## src/rtl/fir_pkg.sv

```systemverilog
// Shared constants and types for the FIR sample source and the FIR filter it feeds.
package fir_pkg;

   localparam int DATA_W = 16;   // sample width, matches FIR_Filter data_in
   localparam int DEPTH  = 32;   // sample table entries
   localparam int ADDR_W = 5;    // log2(DEPTH)
   localparam int DIV_W  = 8;    // sample-rate divider width

   typedef logic [DATA_W-1:0] sample_t;

   typedef enum logic {
      IDLE = 1'b0,
      RUN  = 1'b1
   } src_state_t;

endpackage

```

## src/rtl/sample_ram.sv

```systemverilog
// Sample table: one write port, one read port, synchronous read-first with read enable.
// The array carries no reset so it keeps its contents across reset; only the
// read register is cleared.
module sample_ram #(
   parameter int DATA_W = 16,
   parameter int DEPTH  = 32,
   parameter int ADDR_W = 5
) (
   input  logic              clk,
   input  logic              reset,
   input  logic              wr_en,
   input  logic [ADDR_W-1:0] wr_addr,
   input  logic [DATA_W-1:0] wr_data,
   input  logic              rd_en,
   input  logic [ADDR_W-1:0] rd_addr,
   output logic [DATA_W-1:0] rd_data
);
   import fir_pkg::*;

   logic [DATA_W-1:0] mem [DEPTH];
   logic [DATA_W-1:0] rd_data_reg;

   // Table write port; no reset so the contents survive reset.
   always_ff @(posedge clk) begin
      if (wr_en) begin
         mem[wr_addr] <= wr_data;
      end
   end

   // Registered read; a same-edge write to the same entry returns the old value.
   always_ff @(posedge clk or negedge reset) begin
      if (!reset) begin
         rd_data_reg <= '0;
      end else if (rd_en) begin
         rd_data_reg <= mem[rd_addr];
      end
   end

   assign rd_data = rd_data_reg;

endmodule

```

## src/rtl/fir_sample_source.sv

```systemverilog
// Programmable-rate sample player feeding FIR_Filter data_in from a loadable table.
// Plays len_m1+1 entries, one every rate_div+1 cycles, once or looping.
module fir_sample_source #(
   parameter int DATA_W = 16,
   parameter int DEPTH  = 32,
   parameter int ADDR_W = 5,
   parameter int DIV_W  = 8
) (
   input  logic              clk,
   input  logic              reset,
   input  logic              wr_en,
   input  logic [ADDR_W-1:0] wr_addr,
   input  logic [DATA_W-1:0] wr_data,
   input  logic              start,
   input  logic              stop,
   input  logic [ADDR_W-1:0] len_m1,
   input  logic [DIV_W-1:0]  rate_div,
   input  logic              loop_en,
   output logic [DATA_W-1:0] data_out,
   output logic              sample_strobe,
   output logic              busy,
   output logic              done
);
   import fir_pkg::*;

   src_state_t        state_reg, state_next;
   logic [ADDR_W-1:0] addr_reg, addr_next;
   logic [DIV_W-1:0]  div_cnt_reg, div_cnt_next;
   logic [ADDR_W-1:0] len_reg, len_next;
   logic [DIV_W-1:0]  rate_reg, rate_next;
   logic              strobe_reg, strobe_next;
   logic              done_reg, done_next;
   logic              busy_reg;
   logic              emit;

   // Table; its read register is data_out and only advances when a sample is emitted.
   sample_ram #(
      .DATA_W (DATA_W),
      .DEPTH  (DEPTH),
      .ADDR_W (ADDR_W)
   ) u_ram (
      .clk     (clk),
      .reset   (reset),
      .wr_en   (wr_en),
      .wr_addr (wr_addr),
      .wr_data (wr_data),
      .rd_en   (emit),
      .rd_addr (addr_reg),
      .rd_data (data_out)
   );

   // Control and rate-divider registers.
   always_ff @(posedge clk or negedge reset) begin
      if (!reset) begin
         state_reg   <= IDLE;
         addr_reg    <= '0;
         div_cnt_reg <= '0;
         len_reg     <= '0;
         rate_reg    <= '0;
         strobe_reg  <= 1'b0;
         done_reg    <= 1'b0;
         busy_reg    <= 1'b0;
      end else begin
         state_reg   <= state_next;
         addr_reg    <= addr_next;
         div_cnt_reg <= div_cnt_next;
         len_reg     <= len_next;
         rate_reg    <= rate_next;
         strobe_reg  <= strobe_next;
         done_reg    <= done_next;
         busy_reg    <= (state_reg == RUN);
      end
   end

   // Next-state: start/stop handling, rate division and address sequencing.
   always_comb begin
      state_next   = state_reg;
      addr_next    = addr_reg;
      div_cnt_next = div_cnt_reg;
      len_next     = len_reg;
      rate_next    = rate_reg;
      strobe_next  = 1'b0;
      done_next    = 1'b0;
      emit         = 1'b0;
      case (state_reg)
         IDLE: begin
            // stop has priority over a simultaneous start
            if (start && !stop) begin
               state_next   = RUN;
               len_next     = len_m1;
               rate_next    = rate_div;
               addr_next    = '0;
               div_cnt_next = '0;
            end
         end
         RUN: begin
            if (stop) begin
               state_next = IDLE;
            end else if (div_cnt_reg != rate_reg) begin
               div_cnt_next = div_cnt_reg + 1'b1;
            end else begin
               emit         = 1'b1;
               strobe_next  = 1'b1;
               div_cnt_next = '0;
               if (addr_reg == len_reg) begin
                  // loop_en is looked at live, so clearing it ends the current pass
                  if (loop_en) begin
                     addr_next = '0;
                  end else begin
                     done_next  = 1'b1;
                     state_next = IDLE;
                  end
               end else begin
                  addr_next = addr_reg + 1'b1;
               end
            end
         end
         default: begin
            state_next = IDLE;
         end
      endcase
   end

   assign sample_strobe = strobe_reg;
   assign done          = done_reg;
   assign busy          = busy_reg;

endmodule

```

## config.mk

```make
export PLATFORM = sky130hd
export DESIGN_NAME = fir_sample_source
export DESIGN_NICKNAME = d
export VERILOG_FILES = /design/src/rtl/fir_pkg.sv /design/src/rtl/sample_ram.sv /design/src/rtl/fir_sample_source.sv
export SDC_FILE = /design/constraint.sdc
export NUM_CORES = 1
export LEC_CHECK = 0
export CAP_MARGIN = 20
export CORE_UTILIZATION = 36
export CTS_BUF_LIST = sky130_fd_sc_hd__clkbuf_4
export CTS_CLUSTER_DIAMETER = 50
export DETAILED_ROUTE_END_ITERATION = 16
export GPL_TIMING_DRIVEN = 0
export PLACE_DENSITY = 0.61
export SLEW_MARGIN = 20
export SYNTH_ARGS = -nofsm -noshare
export SYNTH_HDL_FRONTEND = slang
export SYNTH_SLANG_ARGS = --single-unit
```

## constraint.sdc

```tcl
create_clock -name clk -period 2.1 [get_ports clk]
set_input_delay 0.21 -clock clk [delete_from_list [all_inputs] [get_ports clk]]
set_output_delay 0.21 -clock clk [all_outputs]
set_load 0.05 [all_outputs]
```

=== Word-level counts from Yosys, hierarchy flattened ===
Memory sizes are Yosys's and may differ from the RTL's. A register that Yosys moved wholly into a read port is not among the register bits.
Index checks and enable logic that the tools add are counted.

* Logic and storage cells: 50
* Bits in registers: 30
* Memories: 1
* Memory bits (writable): 512
* Output and inout bits: 19

* $add $sub $neg: 2
* Equal/unequal tests: 6
* Mux-type cells: 26
* Reductions and logical operators: 6
* Bitwise operators: 1

{| class="wikitable"
|+ Memories
! name !! depth !! bits a word !! rd ports !! clocked after memory_dff !! wr ports !! line !! RTL
|-
| u_ram.mem || 32 || 16 || 1 || 1 || 1 || sample_ram.sv:20 || <nowiki>logic [DATA_W-1:0] mem [DEPTH];</nowiki>
|}

{| class="wikitable"
|+ Operator list
! kind !! count
|-
| 2-to-1 mux 5 bit || 5
|-
| 2-to-1 mux 8 bit || 3
|-
| case mux 8 bit (2 select lines) || 1
|-
| 2-to-1 mux 1 bit || 15
|-
| case mux 5 bit (2 select lines) || 1
|-
| adder 8 x 1 -> 8 bit (second input constant) || 1
|-
| inequality test 8 bit || 1
|-
| inequality test 2 bit (second input constant) || 3
|-
| adder 5 x 1 -> 5 bit (second input constant) || 1
|-
| equality test 5 bit || 1
|-
| AND reduction 2 bit || 2
|-
| AND reduction 4 bit || 1
|-
| inequality test 3 bit (second input constant) || 1
|-
| logical NOT 1 bit || 2
|-
| case mux 1 bit (2 select lines) || 1
|-
| logical AND 1 bit || 1
|-
| NOT 1 bit || 1
|}

=== Longest topological paths before layout ===
Gate-level depths: netlist of run 1.

* Word-level depth: 5
* Gate-level depth with buffers: 8
* Mapped depth without buffers: 6

=== Modules after synthesis ===
From an unflattened synthesis of run 1, not the netlist that was laid out.

* Cell total of the unflattened synthesis: 1256
* Area total of the unflattened synthesis: 22143.7 um2

{| class="wikitable"
|+ Modules (own cells, without submodules)
! module !! sequential area each (um2) !! area an instance (um2) !! cells each !! times used
|-
| sample_ram || 15775.1 || 20608.5 || 1127 || 1
|-
| fir_sample_source || 750.7 || 1535.2 || 129 || 1
|}

=== Worst setup path after synthesis of run 1 ===
OpenSTA, ideal clock, no wires.

* Kind: in2reg
* Start point: in wr_addr[1]
* End point: mem u_ram.mem[12][0], enable pin
* Path slack: 0.150 ns
* Data required time: 1.712 ns
* Data arrival time: 1.562 ns
* Stages: 3
* Cells stage by stage: or3b_2 -> clkbuf_1 -> nor2_1

{| class="wikitable"
|+ RTL lines
! element !! line !! RTL
|-
| from (decl) || fir_sample_source.sv:12 || <nowiki>input logic [ADDR_W-1:0] wr_addr,</nowiki>
|-
| to (decl) || sample_ram.sv:20 ||
|}

Straight into the memory's write port.

==> run_results.csv, run 1 <==
group,metric,value,unit
yosys,yosysSeqAreaShare,75.6,%
placement,io_buffer_count,58,
route,viasPerCell,5.14,
global_routing,grt_pass1_vias,12300,
setup_path,cp_common_cell,"buf_12",
power_and_ir_drop,p_per_area,912,nW/µm²
sta,fin_crit,2.12,ns
placement,gp_congestion,0.816,
route,antenna_left,0,
clock_tree,cts_made_buffers,147,
setup_path,timing.reg2reg.setup_slack,-0.02,ns
sta,slew_violations,0,
route,wire_per_inst,23.8,µm
setup_path,worstPathRequired,2.94,ns
final_layout,postLayoutCoreUtil,45.0,%
yosys,netlist_instances,1103,
final_layout,final_nets,1430,
yosys,ys_ff_latch,558,
floorplan,die_area,61700,µm²
yosys,synth_cell_types,44,
setup_path,crit_path_start_kind,"flip-flop",
sta,fin_ws,-0.0157,ns
min_path,holdCritPathClass,"in -> reg",
placement,dpl.hpwl,34.5,mm
sta,slew_headroom,40.9,%
final_layout,n_fill_cell,5164,
sta,skew,0.0518,ns
yosys,synthArstFlopShare,8.24,%
power_and_ir_drop,cellLeakagePower,8.76,nW
power_and_ir_drop,p_int,18.5,mW
clock_tree,clkSinkCount,558,
yosys,syn_avg_cell_area,19.8,µm²
global_routing,overflow,0,
route,drc,0,
floorplan,start_util,36.8,%
setup_path,cp_slowest_cell,"mux4_2",
final_layout,mostFrequentLayoutCells,"edfxtp_1 (512), clkbuf_4 (215), mux4_2 (96), mux2i_1 (69), nor2_2 (50)",
yosys,synth_flop_cell,"edfxtp_1",
clock_tree,clk_latency,0.96,ns
sta,setup_viol,5,
final_layout,final_common_cell,"edfxtp_1",
floorplan,rows,89,
sta,tns,-0.0466,ns
sta,clock.fmax,0.473,GHz
setup_path,end_kind,"flip-flop",
floorplan,coreArea,59500,µm²
sta,worst_pin_slew,0.887,ns
clock_tree,clk_pin_slew,0.07,ns
final_layout,drive_above_1_share,39.1,%
clock_tree,cts_tree,"yes",
sta,hold_violations,0,
global_routing,grtUsageTotal,18.0,%
yosys,syn-num-nets,1145,
floorplan,die_h,248,µm
power_and_ir_drop,finalPower,24.4,mW
setup_path,critical_path.max_fanout,8,
global_routing,grt_pass1_wl,78.6,mm
setup_path,crit_family,"multiplexers",
setup_path,slowest_delay,0.51,ns
final_layout,largest_reg_flops,512,
final_layout,area_growth_syn_to_layout,22.4,%
power_and_ir_drop,p_seq_share,52.1,%
clock_tree,max-clock-path-buffers,3,
setup_path,cp.buffers_inverters,3,
global_routing,antenna_found_initial,1,
setup_path,path_cells,"buf_12, buf_12, buf_4, mux4_2, a22o_1, nor2_2, o221ai_2",
setup_path,critical_path_class,"reg -> reg",
floorplan,die_w,248,µm
power_and_ir_drop,p_sw_share,24.1,%
power_and_ir_drop,ir_worst_vdd,443,µV
yosys,synth_edf_count,512,
route,drt_first_pass_iters,8,
route,drt-total-wl,53.8,mm
sta,hold_slack,0.151,ns
final_layout,regArea,16500,µm²
clock_tree,root_buffer,"clkbuf_4",
power_and_ir_drop,p_clk_share,38.8,%
setup_path,critPathArrivalTime,2.95,ns
final_layout,multi_input_area,5360,µm²
floorplan,num_io_pins,59,
yosys,netlist_area,21900,µm²
power_and_ir_drop,pwr-share-comb,9.1,%
clock_tree,htree_levels,4,
route,vias,11600,
sta,period_share,101,%
flow_run,drv_cap,0,
run_status,outcome,"complete, but fails checks",
run_status,violations,"setup timing",
power_and_ir_drop,p_switching,5.87,mW
yosys,synth_warnings,0,
route,drt_iter0_markers,1035,
global_routing,grt_max_degree,33,
sta,rsz0062_at_grt,"yes",
==> layer usage <==
layer / GRT usage, % / part of all wire (%) / up-vias
met5: 0 / 0 / -
met4: 5.76 / 1.6 / 0
met3: 5.24 / 7.0 / 64
met2: 27.7 / 47 / 384
met1: 24.5 / 44 / 5985
li1: - / - / 5176
==> final cells by class <==
| class | count | share of cell area (%) |
|---|---|---|
| Multi-Input combinational cell | 478 | 20.0 |
| Antenna cell | 1 | 0.00936 |
| Inverter | 5 | 0.0702 |
| Tap cell | 773 | 3.62 |
| Timing Repair Buffer | 138 | 5.38 |
| Clock inverter | 35 | 1.01 |
| Clock buffer | 211 | 5.92 |
| Sequential cell | 558 | 61.8 |
| Buffer | 60 | 2.17 |
==> through the flow <==
| step | worst slack [ns] | area, µm² | cells |
|---|---|---|---|
| floorplan | 0.150 | 21900 | 1103 |
| global placement | -1.27 | 23400 | 1934 |
| detailed placement | -0.921 | 23800 | 1967 |
| CTS | -0.111 | 26600 | 2252 |
| global route | -0.0723 | 26700 | 2259 |
| finish | -0.0157 | 26700 | 2259 |
==> power groups by stage <==
stage                     logic, mW  clock network [mW]  registers, mW
final                          2.22                9.46           12.7
after global routing           2.36                10.3           12.7
after CTS                      2.18                9.71           12.7
after detailed placement       2.02                   0           12.9
after global placement         1.97                   0           12.9
after floorplan               0.805                   0           13.2
==> cell families (layout without fill, tap and decap cells) <==
| logic type | count (synthesis) | after routing | synth area share (%) |
|---|---|---|---|
| fa+ha+maj | 2 | 2 | 0.114 |
| buf+inv | 67 | 449 | 1.57 |
| compound gates | 124 | 124 | 4.57 |
| flops | 558 | 558 | 75.6 |
| xor+xnor | 13 | 13 | 0.521 |
| other cells | 0 | 1 | 0 |
| mux | 191 | 191 | 14.3 |
| simple gates | 148 | 148 | 3.28 |
==> tightest hold or removal path: stages <==
cell	delay, ns
clkdlybuf4s50_1	0.42
nor3b_2	0.21
mux2_2	0.23
==> final timing paths <==
check                      cells after the start          endpoint   startpoint
setup / recovery                               7  u_ram.rd_data[5]  addr_reg[0]
hold / removal                                 3       rate_reg[0]        start
setup reg to reg                               7  u_ram.rd_data[5]  addr_reg[0]
hold reg to reg                                0              busy    state_reg
max in group asynchronous                      4    div_cnt_reg[3]        reset
min in group asynchronous                      4  u_ram.rd_data[3]        reset
==> synthesized netlist by cell type, types with 2 or more instances <==
cell type  number  area share [%]
a211oi_1        3            0.10
a21o_1          2           0.069
a21oi_1         3           0.069
a22o_1         35             1.4
a22oi_1        32             1.1
a2bb2oi_1       3            0.12
and2_1          5            0.14
and3_1         19            0.54
buf_1           4           0.069
buf_2          26            0.60
buf_4           8            0.27
buf_6           4            0.21
clkbuf_1       20            0.34
dfrtp_1        46             5.3
edfxtp_1      512              70
ha_1            2            0.11
inv_1           4           0.069
mux2_2         14            0.72
mux2i_1        81             3.7
mux4_2         96             9.9
nand2_1        24            0.41
nand2b_1        2           0.057
nand3_1         6            0.14
nand3b_1        5            0.17
nor2_1         69             1.2
nor2b_1         4            0.11
nor3_1          4           0.092
nor4_2          2            0.11
o211ai_1        2           0.069
o21ai_0        24            0.55
o221ai_1        6            0.24
o221ai_2       10            0.69
or3_1           2           0.057
or3b_2          3            0.12
xnor2_1         5            0.20
xor2_1          8            0.32
==> what timing repair did <==
| action | CTS | global route |
|---|---|---|
| endpoints found under the setup margin | 42 | 28 |
| endpoints found under the hold margin | 446 | 128 |
| pin swaps | 7 | 21 |
| resized for setup | 209 | 48 |
| setup buffers | 6 | 5 |
| hold buffers | 30 | 4 |
| gates cloned | 3 | 2 |
No activity file was read; power rests on OpenSTA's default activity.
==> run 2, diff against run 1 <==
--- a/config.mk
+++ b/config.mk
@@ -5,12 +5,14 @@
 export SDC_FILE = /design/constraint.sdc
 export NUM_CORES = 1
 export LEC_CHECK = 0
+export ABC_CLOCK_PERIOD_IN_PS = 2100
 export CAP_MARGIN = 20
 export CORE_UTILIZATION = 36
 export CTS_BUF_LIST = sky130_fd_sc_hd__clkbuf_4
 export CTS_CLUSTER_DIAMETER = 50
 export DETAILED_ROUTE_END_ITERATION = 16
 export GPL_TIMING_DRIVEN = 0
+export HOLD_SLACK_MARGIN = 0.06
 export PLACE_DENSITY = 0.61
 export SLEW_MARGIN = 20
 export SYNTH_ARGS = -nofsm -noshare
==> run 2 against run 1 <==
Effect of this change: critical endpoint is now u_ram.rd_data[8]; the flow still finishes with violations (setup timing); global-route usage about the same; sequential power about the same; largest power group unchanged; critical path depth grew 1; power rose by 0.13%; setup slack worse by 0.0076 ns; worst hold slack improved by 0.087 ns; flip-flop and latch count did not move; non-clock buffer count increased by 3; largest cell class unchanged.
==> run_results.csv, run 2 (synthesized netlist as in run 1, its figures left out) <==
group,metric,value,unit
run_status,outcome,"complete, but fails checks",
run_status,violations,"setup timing",
floorplan,coreArea,59500,µm²
setup_path,crit_path_start_kind,"flip-flop",
setup_path,cp.buffers_inverters,3,
setup_path,crit_family,"buffers and inverters",
sta,worst_pin_slew,0.873,ns
setup_path,cp_common_cell,"clkbuf_2",
global_routing,grt_max_degree,33,
clock_tree,clk_latency,0.97,ns
final_layout,postLayoutCoreUtil,45.0,%
placement,gp_congestion,0.816,
placement,io_buffer_count,58,
route,viasPerCell,5.19,
route,drt_iter0_markers,1067,
final_layout,fin_area,26800,µm²
clock_tree,clk_pin_slew,0.08,ns
min_path,holdCritPathClass,"in -> reg",
power_and_ir_drop,finalPower,24.4,mW
placement,dpl.hpwl,34.5,mm
route,vias,11700,
floorplan,die_w,248,µm
final_layout,final_common_cell,"edfxtp_1",
final_layout,largest_reg_flops,512,
clock_tree,root_buffer,"clkbuf_4",
sta,fin_ws,-0.0232,ns
sta,fin_crit,2.12,ns
floorplan,num_io_pins,59,
sta,slew_headroom,41.8,%
setup_path,worstPathRequired,2.96,ns
power_and_ir_drop,p_per_area,911,nW/µm²
final_layout,final_nets,1433,
sta,setup_viol,5,
flow_run,drv_cap,0,
final_layout,area_growth_syn_to_layout,22.6,%
final_layout,drive_above_1_share,39.0,%
setup_path,end_kind,"flip-flop",
setup_path,slowest_delay,0.36,ns
route,drc,0,
route,wire_per_inst,23.8,µm
global_routing,antenna_found_initial,1,
global_routing,grt_pass1_vias,12300,
clock_tree,max-clock-path-buffers,3,
sta,period_share,101,%
floorplan,die_h,248,µm
floorplan,rows,89,
global_routing,grtUsageTotal,18.0,%
setup_path,critical_path.max_fanout,10,
sta,slew_violations,0,
sta,clock.fmax,0.471,GHz
floorplan,die_area,61700,µm²
clock_tree,htree_levels,4,
route,drt_first_pass_iters,5,
placement,placed_area,23800,µm²
sta,skew,0.0615,ns
floorplan,start_util,36.8,%
final_layout,mostFrequentLayoutCells,"edfxtp_1 (512), clkbuf_4 (215), mux4_2 (96), mux2i_1 (69), nor2_2 (50)",
sta,hold_violations,0,
sta,tns,-0.0709,ns
power_and_ir_drop,ir_worst_vdd,444,µV
setup_path,critical_path_class,"reg -> reg",
setup_path,cp_slowest_cell,"dfrtp_1",
route,antenna_left,0,
clock_tree,cts_tree,"yes",
setup_path,path_cells,"buf_2, nor2b_1, clkbuf_2, clkbuf_2, a22oi_1, and3_1, o21ai_2, o221ai_2",
power_and_ir_drop,cellLeakagePower,8.77,nW
global_routing,overflow,0,
clock_tree,clkSinkCount,558,
sta,rsz0062_at_grt,"yes",
setup_path,critPathArrivalTime,2.98,ns
clock_tree,cts_made_buffers,147,
route,drt-total-wl,53.8,mm
global_routing,grt_pass1_wl,78.7,mm
-- run 2: worst paths after layout --
path,start,end,slack [ns],cells past startpoint
min in group asynchronous,reset,u_ram.rd_data[3],0.30,4
worst min-delay path,start,div_cnt_reg[1],0.24,3
worst min register to register,state_reg,busy,0.39,0
max in group asynchronous,reset,div_cnt_reg[3],1.54,4
worst max-delay path,addr_reg[2],u_ram.rd_data[8],-0.02,8
worst max register to register,addr_reg[2],u_ram.rd_data[8],-0.02,8
-- run 2: metal layers --
metal	part of all wire (%)	vias to the layer above	GRT usage, %
li1	-	5185	-
met1	44	6050	24.5
met2	47	429	27.7
met3	7.2	68	5.24
met4	1.7	0	5.76
met5	0	-	0
-- run 2: metrics by stage --
step | worst slack, ns | std cells | hold WS (ns)
3_5_place_dp | -0.921 | 1967 | 0.316
2_1_floorplan | 0.150 | 1103 | -0.0856
5_1_grt | -0.0723 | 2262 | 0.194
4_1_cts | -0.111 | 2255 | 0.108
6_report | -0.0232 | 2262 | 0.239
3_3_place_gp | -1.27 | 1934 | 0.370
-- run 2: cell type report --
| type | instances | area, µm² |
|---|---|---|
| Antenna cell | 1 | 2.50 |
| Buffer | 60 | 582 |
| Clock buffer | 211 | 1580 |
| Clock inverter | 35 | 269 |
| Fill cell | 5160 | 32700 |
| Inverter | 5 | 18.8 |
| Multi-Input combinational cell | 478 | 5370 |
| Sequential cell | 558 | 16500 |
| Tap cell | 773 | 967 |
| Timing Repair Buffer | 141 | 1470 |
-- run 2: power breakdown --
part           switching, mW  internal [mW]
clock network           4.28           5.19
registers              0.232           12.5
logic                   1.38          0.876
-- run 2: worst register-to-register path: cells and delay by family (launching register included) --
family / cells / cell delay, ns
AOI/OAI and AO/OA: 3 / 0.51
buffers and inverters: 3 / 0.80
DFF: 1 / 0.36
and+or+nand+nor: 2 / 0.36
-- run 2: repair_timing --
action                                  CTS  global route
cloned                                    3             2
endpoints found under the setup margin   42            31
pin swaps                                 7            21
buffers inserted                          6             5
gates resized for setup                 209            50
hold buffers                             33             4
endpoints found under the hold margin   446           128
